<file path="config.mk">
export PLATFORM = sky130hd
export DESIGN_NAME = ee_merge_fifo
export DESIGN_NICKNAME = d
export VERILOG_FILES = /design/src/rtl/ee_merge_fifo.sv
export SDC_FILE = /design/constraint.sdc
export NUM_CORES = 2
export LEC_CHECK = 0
export ABC_AREA = 1
export ABC_CLOCK_PERIOD_IN_PS = 7020
export CORE_AREA = 2 2 431 433
export CTS_CLUSTER_SIZE = 28
export DETAILED_ROUTE_END_ITERATION = 7
export DIE_AREA = 0 0 433 435
export HOLD_SLACK_MARGIN = 0.02
export PLACE_DENSITY_LB_ADDON = 0.05
export REMOVE_ABC_BUFFERS = 1
export SYNTH_ARGS = -nofsm -noshare
export SYNTH_HDL_FRONTEND = slang
export SYNTH_SLANG_ARGS = --single-unit
export TNS_END_PERCENT = 10
</file>
<file path="constraint.sdc">
create_clock -name WRITECLK -period 7.02 [get_ports WRITECLK]
set_input_delay 2.106 -clock WRITECLK [delete_from_list [all_inputs] [get_ports WRITECLK]]
set_output_delay 2.106 -clock WRITECLK [all_outputs]
set_load 0.1 [all_outputs]
</file>
<file path="src/rtl/ee_merge_fifo.sv">
// ee_merge_fifo
// Merges NCH strobed word streams into one stream per event. Each channel has
// its own FIFO. For every event the block emits channel 0's data words, then
// channel 1's, and so on, followed by one merged end-event (EE) word. The
// merged EE word carries channel 0's tag and a flag that is set when any
// channel's tag differs from it.
//
// Ports:
//   WRITECLK    clock; all state updates on the rising edge
//   RESET_N     asynchronous active-low reset
//   DS_N        per-channel data strobe, active low
//   DATA_IN     channel c word at [c*DW +: DW]; bit DW-1 = EE, bit DW-2 = EP
//   W_HOLD      per-channel registered hold request (occupancy >= DEPTH-HOLD_MARGIN)
//   DOUT        merged output word
//   DOUT_VALID  DOUT holds a valid word
//   DOUT_READY  downstream accepts DOUT when VALID & READY
//   TAG_ERR     one-cycle pulse when a merged EE carrying a mismatch appears
//   ERR_CNT     saturating count of mismatched events
//   OVERFLOW    sticky per-channel flag: a word was dropped on a full FIFO
`timescale 1ns/1ps
module ee_merge_fifo #(
  parameter int NCH         = 2,
  parameter int DW          = 23,
  parameter int DEPTH       = 64,
  parameter int HOLD_MARGIN = 8,
  parameter int TAGW        = 8
) (
  input  logic              WRITECLK,
  input  logic              RESET_N,
  input  logic [NCH-1:0]    DS_N,
  input  logic [NCH*DW-1:0] DATA_IN,
  output logic [NCH-1:0]    W_HOLD,
  output logic [DW-1:0]     DOUT,
  output logic              DOUT_VALID,
  input  logic              DOUT_READY,
  output logic              TAG_ERR,
  output logic [15:0]       ERR_CNT,
  output logic [NCH-1:0]    OVERFLOW
);

  localparam int AW = $clog2(DEPTH);
  localparam int CW = (NCH > 1) ? $clog2(NCH) : 1;
  localparam logic [AW:0] FULL_CNT = (AW+1)'(DEPTH);
  localparam logic [AW:0] HOLD_CNT = (AW+1)'(DEPTH - HOLD_MARGIN);
  localparam logic [CW-1:0] LAST_CH = CW'(NCH - 1);

  typedef enum logic {S_SCAN, S_EMIT} state_t;

  state_t              state_q, state_d;
  logic [CW-1:0]       chan_q, chan_d;
  logic [DW-1:0]       dout_q, dout_d;
  logic                dout_valid_q, dout_valid_d;
  logic                tag_err_q, tag_err_d;
  logic [15:0]         err_cnt_q, err_cnt_d;
  logic [NCH*TAGW-1:0] tag_q, tag_d;

  logic [NCH-1:0]      pop_vec;
  logic [NCH-1:0]      nonempty;
  logic [NCH*DW-1:0]   head_flat;
  logic [DW-1:0]       cur_head;
  logic                out_free;
  logic                mismatch;
  logic [DW-1:0]       merged_ee;

  // ---------------------------------------------------------------------------
  // Per-channel FIFOs. Head word is read combinationally so that a word
  // written on edge k can be popped into DOUT on edge k+1.
  // ---------------------------------------------------------------------------
  generate
    for (genvar gi = 0; gi < NCH; gi++) begin : g_ch
      logic [DW-1:0] mem [DEPTH];
      logic [AW-1:0] wr_ptr_q;
      logic [AW-1:0] rd_ptr_q;
      logic [AW:0]   cnt_q;
      logic          hold_q;
      logic          ovf_q;
      logic          wr_req;
      logic          push_ok;

      assign wr_req  = ~DS_N[gi];
      // A full FIFO still accepts a word when it is popped on the same edge.
      assign push_ok = wr_req && ((cnt_q != FULL_CNT) || pop_vec[gi]);

      assign nonempty[gi]             = (cnt_q != '0);
      assign head_flat[gi*DW +: DW]   = mem[rd_ptr_q];
      assign W_HOLD[gi]               = hold_q;
      assign OVERFLOW[gi]             = ovf_q;

      always_ff @(posedge WRITECLK) begin
        if (push_ok) begin
          mem[wr_ptr_q] <= DATA_IN[gi*DW +: DW];
        end
      end

      always_ff @(posedge WRITECLK or negedge RESET_N) begin
        if (!RESET_N) begin
          wr_ptr_q <= '0;
          rd_ptr_q <= '0;
          cnt_q    <= '0;
          hold_q   <= 1'b0;
          ovf_q    <= 1'b0;
        end else begin
          if (push_ok) begin
            wr_ptr_q <= wr_ptr_q + 1'b1;
          end
          if (pop_vec[gi]) begin
            rd_ptr_q <= rd_ptr_q + 1'b1;
          end
          case ({push_ok, pop_vec[gi]})
            2'b10:   cnt_q <= cnt_q + 1'b1;
            2'b01:   cnt_q <= cnt_q - 1'b1;
            default: cnt_q <= cnt_q;
          endcase
          // Registered from the current occupancy: rises one edge after the
          // threshold is reached.
          hold_q <= (cnt_q >= HOLD_CNT);
          if (wr_req && !push_ok) begin
            ovf_q <= 1'b1;
          end
        end
      end
    end
  endgenerate

  // ---------------------------------------------------------------------------
  // Tag cross-check and merged EE word
  // ---------------------------------------------------------------------------
  always_comb begin
    mismatch = 1'b0;
    for (int c = 1; c < NCH; c++) begin
      if (tag_q[c*TAGW +: TAGW] != tag_q[TAGW-1:0]) begin
        mismatch = 1'b1;
      end
    end
  end

  always_comb begin
    merged_ee             = '0;
    merged_ee[DW-1]       = 1'b1;
    merged_ee[DW-2]       = 1'b1;
    merged_ee[DW-3]       = mismatch;
    merged_ee[TAGW-1:0]   = tag_q[TAGW-1:0];
  end

  // ---------------------------------------------------------------------------
  // Merge FSM
  // ---------------------------------------------------------------------------
  assign out_free = !dout_valid_q || DOUT_READY;
  assign cur_head = head_flat[int'(chan_q)*DW +: DW];

  always_comb begin
    state_d      = state_q;
    chan_d       = chan_q;
    dout_d       = dout_q;
    dout_valid_d = dout_valid_q;
    tag_err_d    = 1'b0;
    err_cnt_d    = err_cnt_q;
    tag_d        = tag_q;
    pop_vec      = '0;

    // Current word leaves (or nothing was held); valid drops unless reloaded.
    if (out_free) begin
      dout_valid_d = 1'b0;
    end

    case (state_q)
      S_SCAN: begin
        if (out_free && nonempty[chan_q]) begin
          pop_vec[chan_q] = 1'b1;
          if (cur_head[DW-1]) begin
            tag_d[int'(chan_q)*TAGW +: TAGW] = cur_head[TAGW-1:0];
            if (chan_q == LAST_CH) begin
              state_d = S_EMIT;
              chan_d  = '0;
            end else begin
              chan_d = chan_q + 1'b1;
            end
          end else begin
            dout_d       = cur_head;
            dout_valid_d = 1'b1;
          end
        end
      end
      S_EMIT: begin
        if (out_free) begin
          dout_d       = merged_ee;
          dout_valid_d = 1'b1;
          tag_err_d    = mismatch;
          if (mismatch && (err_cnt_q != 16'hFFFF)) begin
            err_cnt_d = err_cnt_q + 16'd1;
          end
          state_d = S_SCAN;
          chan_d  = '0;
        end
      end
      default: begin
        state_d = S_SCAN;
        chan_d  = '0;
      end
    endcase
  end

  always_ff @(posedge WRITECLK or negedge RESET_N) begin
    if (!RESET_N) begin
      state_q      <= S_SCAN;
      chan_q       <= '0;
      dout_q       <= '0;
      dout_valid_q <= 1'b0;
      tag_err_q    <= 1'b0;
      err_cnt_q    <= '0;
      tag_q        <= '0;
    end else begin
      state_q      <= state_d;
      chan_q       <= chan_d;
      dout_q       <= dout_d;
      dout_valid_q <= dout_valid_d;
      tag_err_q    <= tag_err_d;
      err_cnt_q    <= err_cnt_d;
      tag_q        <= tag_d;
    end
  end

  assign DOUT       = dout_q;
  assign DOUT_VALID = dout_valid_q;
  assign TAG_ERR    = tag_err_q;
  assign ERR_CNT    = err_cnt_q;

endmodule

</file>
### Word-level counts from Yosys, hierarchy flattened

Memories as Yosys holds them, arrays and structs flattened.
Index checks and enable logic that the tools add are counted.

| cells by class | value |
|---|---|
| multiplexer cells | 35 |
| $add $sub $neg | 11 |
| shift operators | 3 |
| multipliers | 1 |
| $lt $le $gt $ge | 4 |
| reduce and logical (&&, ||, !) cells | 21 |
| bitwise logic cells | 3 |
| equality and inequality tests | 12 |
| divide/modulo/power cells | 0 |

Operator list:

| cell | number |
|---|---|
| two-way mux 23 bit | 3 |
| one-hot mux 23 bit (2 select lines) | 1 |
| variable part select 46 x 7 -> 23 bit | 1 |
| negator 4 -> 33 bit | 1 |
| variable shift 8 x 33 -> 16 bit, first input constant | 1 |
| variable part select 8 x 33 -> 16 bit | 1 |
| one-hot mux 7 bit (2 select lines) | 2 |
| adder 6 x 1 -> 6 bit, second input constant | 4 |
| two-way mux 1 bit | 22 |
| adder 16 x 1 -> 16 bit, second input constant | 1 |
| bitwise mux 16 bit | 1 |
| != test 16 bit, second input constant | 1 |
| adder 7 x 1 -> 7 bit, second input constant | 2 |
| greater-or-equal comparator 7 x 6 -> 1 bit, second input constant | 2 |
| != test 7 bit, second input constant | 2 |
| nonzero test 7 bit | 2 |
| subtractor 7 x 1 -> 7 bit, second input constant | 2 |
| AND reduction 3 bit | 4 |
| != test 8 bit | 1 |
| logical AND 1 bit | 7 |
| multiplier 1 x 5 -> 6 bit, second input constant | 1 |
| != test 2 bit, second input constant | 3 |
| one-hot mux 1 bit (2 select lines) | 3 |
| equality test 2 x 1 -> 1 bit, second input constant | 2 |
| 11 further kinds | 20 |

| word-level totals | value |
|---|---|
| memories | 2 |
| flip-flop bits (word level) | 101 |
| RAM bits | 2944 |
| output and inout port bits | 45 |
| bits of input ports | 51 |
| memory bits (read-only) | 0 |
| latch bits | 0 |

Memory list:

| name | depth | width | read ports | clocked after Yosys merged registers in | write ports | line | RTL |
|---|---|---|---|---|---|---|---|
| g_ch[0].mem | 64 | 23 | 1 | 0 | 1 | 71 | `logic [DW-1:0] mem [DEPTH];` |
| g_ch[1].mem | 64 | 23 | 1 | 0 | 1 | 71 |  |

### Longest topological paths before layout

| depth | value |
|---|---|
| depth in word-level cells | 10 |
| depth in mapped cells | 23 |

### Least setup slack after synthesis

Ideal clock, no wire load.

| timing path | value |
|---|---|
| path type | input port to flip-flop |
| start point | in DOUT_READY |
| end point | mem g_ch[1].mem[63][0] (enable) |
| stages on the path | 10 |
| path slack | 1.298 ns |
| buffers on the path | 2 |
| required time | 6.559 ns |
| data arrival time | 5.260 ns |
| cell sequence | nor2_1 > inv_1 > nand2_1 > nor2_2 > nand2_1 > nand2_1 > buf_2 > nand2_1 > buf_4 > nor4_1 |

| on the way | value |
|---|---|
| cells in the longest elaborated chain, start to end | 8 |

RTL lines:

| item | line | RTL |
|---|---|---|
| start: declaration | 35 | `input logic DOUT_READY,` |
| logical OR 1 bit | 148 | `assign out_free = !dout_valid_q \|\| DOUT_READY;` |
| logical AND 1 bit | 168 | `if (out_free && nonempty[chan_q]) begin` |
| two-way mux 2 bit | 168 |  |
| two-way mux 2 bit | 166 | `case (state_q)` |
| logical OR 1 bit | 82 | `assign push_ok = wr_req && ((cnt_q != FULL_CNT) \|\| pop_vec[gi]);` |
| logical AND 1 bit | 82 |  |
| two-way mux 1 bit | 90 | `if (push_ok) begin` |
| two-way mux 1 bit (implied by the code) | 91 | `mem[wr_ptr_q] <= DATA_IN[gi*DW +: DW];` |
| end: declaration | 71 |  |

Every way passes these cells.

### Worst setup path after layout

| timing path | value |
|---|---|
| start point | in DOUT_READY |
| end point | reg g_ch[1].cnt_q[6] |

| on the way | value |
|---|---|
| cells in the longest elaborated chain, start to end | 8 |

RTL lines:

| item | line | RTL |
|---|---|---|
| logical OR 1 bit * | 148 |  |
| logical AND 1 bit * | 168 |  |
| two-way mux 2 bit * | 168 |  |
| two-way mux 2 bit * | 166 |  |
| logical OR 1 bit | 82 |  |
| logical AND 1 bit | 82 |  |
| equality test 2 x 1 -> 1 bit or equality test 2 bit (tied branches) | 109 | `case ({push_ok, pop_vec[gi]})` |
| one-hot mux 7 bit (2 select lines) or nonzero test 2 bit (tied branches) | -- |  |
| end signal: assignment | 110 | `2'b10: cnt_q <= cnt_q + 1'b1;` |
| end signal: assignment | 111 | `2'b01: cnt_q <= cnt_q - 1'b1;` |
| end signal: assignment | 112 | `default: cnt_q <= cnt_q;` |
| end: declaration | 74 | `logic [AW:0] cnt_q;` |

Mark *: on every way between the ends. The rest lies on a longest branch, timed or not.
A chain may end at the register's enable or synchronous reset.

==> metrics.md <==
| Metric | Value |
|---|---|
| CTS tree | built |
| Most common cell on crit path | nand2_1 |
| Min-Delay Startpoint | ERR_CNT[14] |
| Leakage | 48.2 nW |
| Area contributors post-synth | edfxtp_1 71%, nand2_1 6.7%, nor2_1 5.8% |
| Setup bufs post-CTS | 0 |
| Clk Latency, worst-skew pair | 0.95 ns |
| Part of the power in combinational logic | 36.0% |
| Top post-synthesis cells by count | 2944 x edfxtp_1, 2211 x nand2_1, 1934 x nor2_1 |
| Initial antenna violation count | 13 |
| Worst Tran Pin Value | 1.27 ns |
| Max IR drop VDD | 368 uV |
| Hold_buf cts | 0 |
| CTS clk-pin slew, worst paths | 0.06 ns |
| Final core utilization | 74.3% |
| Root buf cell | clkbuf_16 |
| RSZ-0062 raised after global routing | false |
| Critical path cell sequence | clkdlybuf4s50_1, nor2_1, inv_1, nand2_1, nor2_2, nand2_1, nand2_1, nand2_2, ha_1, inv_1, fa_1, inv_1, nand2_1, a21oi_1, o21ai_0, nand2_1, a21oi_1, nand2_1, nand2_1, nor2_1, xor2_1 |
| Average routed wire per standard cell | 27.0 um |
| Sequential power share | 37.3% |
| Netlist Area Pre-Place | 124000 sq um |
| Via density | 6.23 |
| Synth Warn # | 0 |
| CP delay by family, top | simple AND/OR/NAND/NOR gates |
| Post-route ant nets | 0 |
| Port bufs | 95 |
| Io pins | 96 |
| Core Region | 184000 sq um |
| Critical Path RT | 7.88 ns |
| Int Power | 34.6 mW |
| Final period utilization | 70.5% |
| Clk buf depth | 4 |
| Pwr/cell area | 423 nW/um^2 |
| Total grt overflow | 0 |
| Critical path origin | DOUT_READY |
| Worst setup path category | in2reg |
| Tot GR Track Use | 38.2% |
| DRC violations left | 2 |
| Post-DP Area | 127000 sq um |
| First-pass iteration count of the detailed router | 8 |
| Chip width | 433 um |
| Post-synth EDFFs | 2944 |
| Initial detailed-routing violation count | 11600 |
| Die Footprint | 188000 sq um |
| Crit path buffers/inverters | 4 |
| Share of power burned in the clock network | 26.8% |
| WP data arrival | 5.80 ns |
| Post-layout minimum cycle time | 4.95 ns |
| Syn-to-layout area delta | 9.91% |
| Top-count cell post-synth | edfxtp_1 |
| Avg Cell Area, Syn | 11.7 sq um |
| Final hold vios | 0 |
| Final setup vio count | 0 |
| Largest net degree at the start of global routing | 191 |
| Pre-CTS setup slack | 1.09 ns |
| Max-cap violations | 0 |
| Worst path max stage delay | 0.55 ns |
| Switch share | 40.1% |
| Via Count | 83000 |
| Num Clock Sinks | 3045 |
| Global-route wire length before repair | 520 mm |
| Cells after Synth | 10600 |
| CTS resizes | 0 |
| Synth top area share | 71.0% |
| Starting density of the core | 67.6% |
| RD Place Congestion | 0.956 |
| Status | finished with violations |
| FP Rows | 158 |
| #FFs+latches synth | 3045 |
| Num CTS Buffers | 311 |
| Worst r2r src | g_ch[0].rd_ptr_q[2] |
| Fmax | 202 MHz |
| CP max-delay cell | clkdlybuf4s50_1 |
| Hold WC Path Type | reg2reg |
| Synth area leader | edfxtp_1 |
| Crit path max fanout | 11 |
| Routed WL | 360 mm |
| Ys async rst share | 3.32% |
| Post-synthesis cell type count | 43 |
| Register area share after synthesis | 73.1% |
| Finished Cell Area | 137000 sq um |
| Vias in the first global route | 78600 |
| Final Net Count | 10700 |
| Slew HR | 15.3% |
| H-tree depth | 5 |
| CP Launch Type | input pin |
| Post-route insts no fill | 13300 |
| Chip Height | 435 um |
| Psw | 23.2 mW |
| Pins Over Slew Limit | 0 |
| Placed wire-length estimate | 213 mm |
| Placed insts | 12800 |
| Most used flip-flop cell after synthesis | edfxtp_1 |
| Post-route setup slack | 2.07 ns |
| Failing checks | design-rule violations |
| Clock Skews | 0.0358 ns |
| CP Capture Type | flop |
| Layout cells sized above 1 | 8.36% |
-- stage by stage --
stage	TNS, ns	hold WS [ns]	total power, mW
detailed placement	0	0.494	42.1
floorplan	-860.09	0.464	33.8
finish	0	0.504	57.8
global route	0	0.528	59.9
CTS	0	0.502	57.4
global placement	0	0.486	41.8
-- power by group through the flow --
| stage | logic (mW) | registers [mW] | clock network [mW] |
|---|---|---|---|
| detailed placement | 20.2 | 21.9 | 0 |
| global placement | 20.0 | 21.9 | 0 |
| finish | 20.8 | 21.5 | 15.5 |
| global route | 22.2 | 21.6 | 16.2 |
| CTS | 20.4 | 21.5 | 15.5 |
| floorplan | 10.6 | 23.1 | 0 |
-- sequential cells by signal, summed over array words and instances, names as in the netlist --
register       cells
tag_q             16
g_ch.wr_ptr_q     12
DOUT_VALID         1
ERR_CNT           16
g_ch.cnt_q        14
state_q            1
g_ch.hold_q        2
chan_q             1
g_ch.rd_ptr_q     12
DOUT              23
g_ch.ovf_q         2
TAG_ERR            1
g_ch.mem        2944
-- cells by family (layout without fill, tap and decap cells) --
family                     after synthesis  in the layout  synth area share (%)
buffers and inverters                  864           1085                  3.36
adders and majority gates               18             18                 0.193
DFF                                   3045           3045                  73.1
other                                    0              5                     0
and+or+nand+nor                       5264           5264                  17.1
xor gates and xnor gates                42             42                 0.296
AOI/OAI and AO/OA                     1379           1379                  5.96
-- placed cells by master (no fill, tap or decap), drive strengths merged --
| cell | synthesis | routed |
|---|---|---|
| clkbuf | 206 | 406 |
| nor3 | 40 | 40 |
| diode | 0 | 5 |
| nand3 | 999 | 999 |
| clkdlybuf4s50 | 0 | 48 |
| o22ai | 1 | 1 |
| bufinv | 0 | 13 |
| buf | 437 | 300 |
| o21ai | 980 | 980 |
| xnor2 | 7 | 7 |
| a31oi | 1 | 1 |
| clkinv | 3 | 99 |
| a21oi | 195 | 195 |
| inv | 218 | 214 |
| o31ai | 3 | 3 |
| nor2 | 1940 | 1940 |
| edfxtp | 2944 | 2944 |
| dfrtp | 101 | 101 |
| nand2 | 2217 | 2217 |
| nor4 | 4 | 4 |
| o21bai | 2 | 2 |
| fa | 2 | 2 |
| nand3b | 2 | 2 |
| ha | 16 | 16 |
| and3 | 3 | 3 |
| o211ai | 197 | 197 |
| and2 | 1 | 1 |
| xor2 | 35 | 35 |
| nand4 | 12 | 12 |
| or2 | 46 | 46 |
| clkinvlp | 0 | 5 |
-- routing by layer --
metal / part of all wire (%) / vias up / GRT usage (%)
met5: 0.033 / - / 0
met4: 7.8 / 18 / 25.4
met3: 10 / 1014 / 6.83
met2: 47 / 5018 / 59.3
met1: 35 / 39900 / 49.8
li1: - / 37000 / -
-- worst paths after layout --
path,endpoint,slack [ns],cells after the start
worst max-delay path,g_ch[1].cnt_q[6],2.07,21
worst min-delay path,ERR_CNT[14],0.50,1
worst max register to register,DOUT[19],2.40,13
worst min register to register,ERR_CNT[14],0.50,1
max in group asynchronous,g_ch[1].rd_ptr_q[2],4.49,2
min in group asynchronous,ERR_CNT[6],1.19,1
-- worst reg2reg max path, cell delays in order, from the launching register on --
cell and delay [ns]:
dfrtp_4 0.69, nand2_2 0.79, inv_2 0.60, buf_4 0.47
nand3_1 0.14, nand2_1 0.05, nor2_1 0.25, nand2_1 0.25
nand3_1 0.15, nand2_1 0.18, nand2_2 0.12, nand4_2 0.48
nand2_1 0.23, nand2_1 0.08
-- cell type report --
type	instances	area, sq um
diodes	5	12.5
clock buffers	406	8430
clock inverters	110	840
fillers	12200	47300
inverters	221	882
multi-input cells	6703	29700
flip-flops and latches	3045	91000
well taps	2480	3100
repair buffers	348	2810
Power figures use the tool's default switching activity.
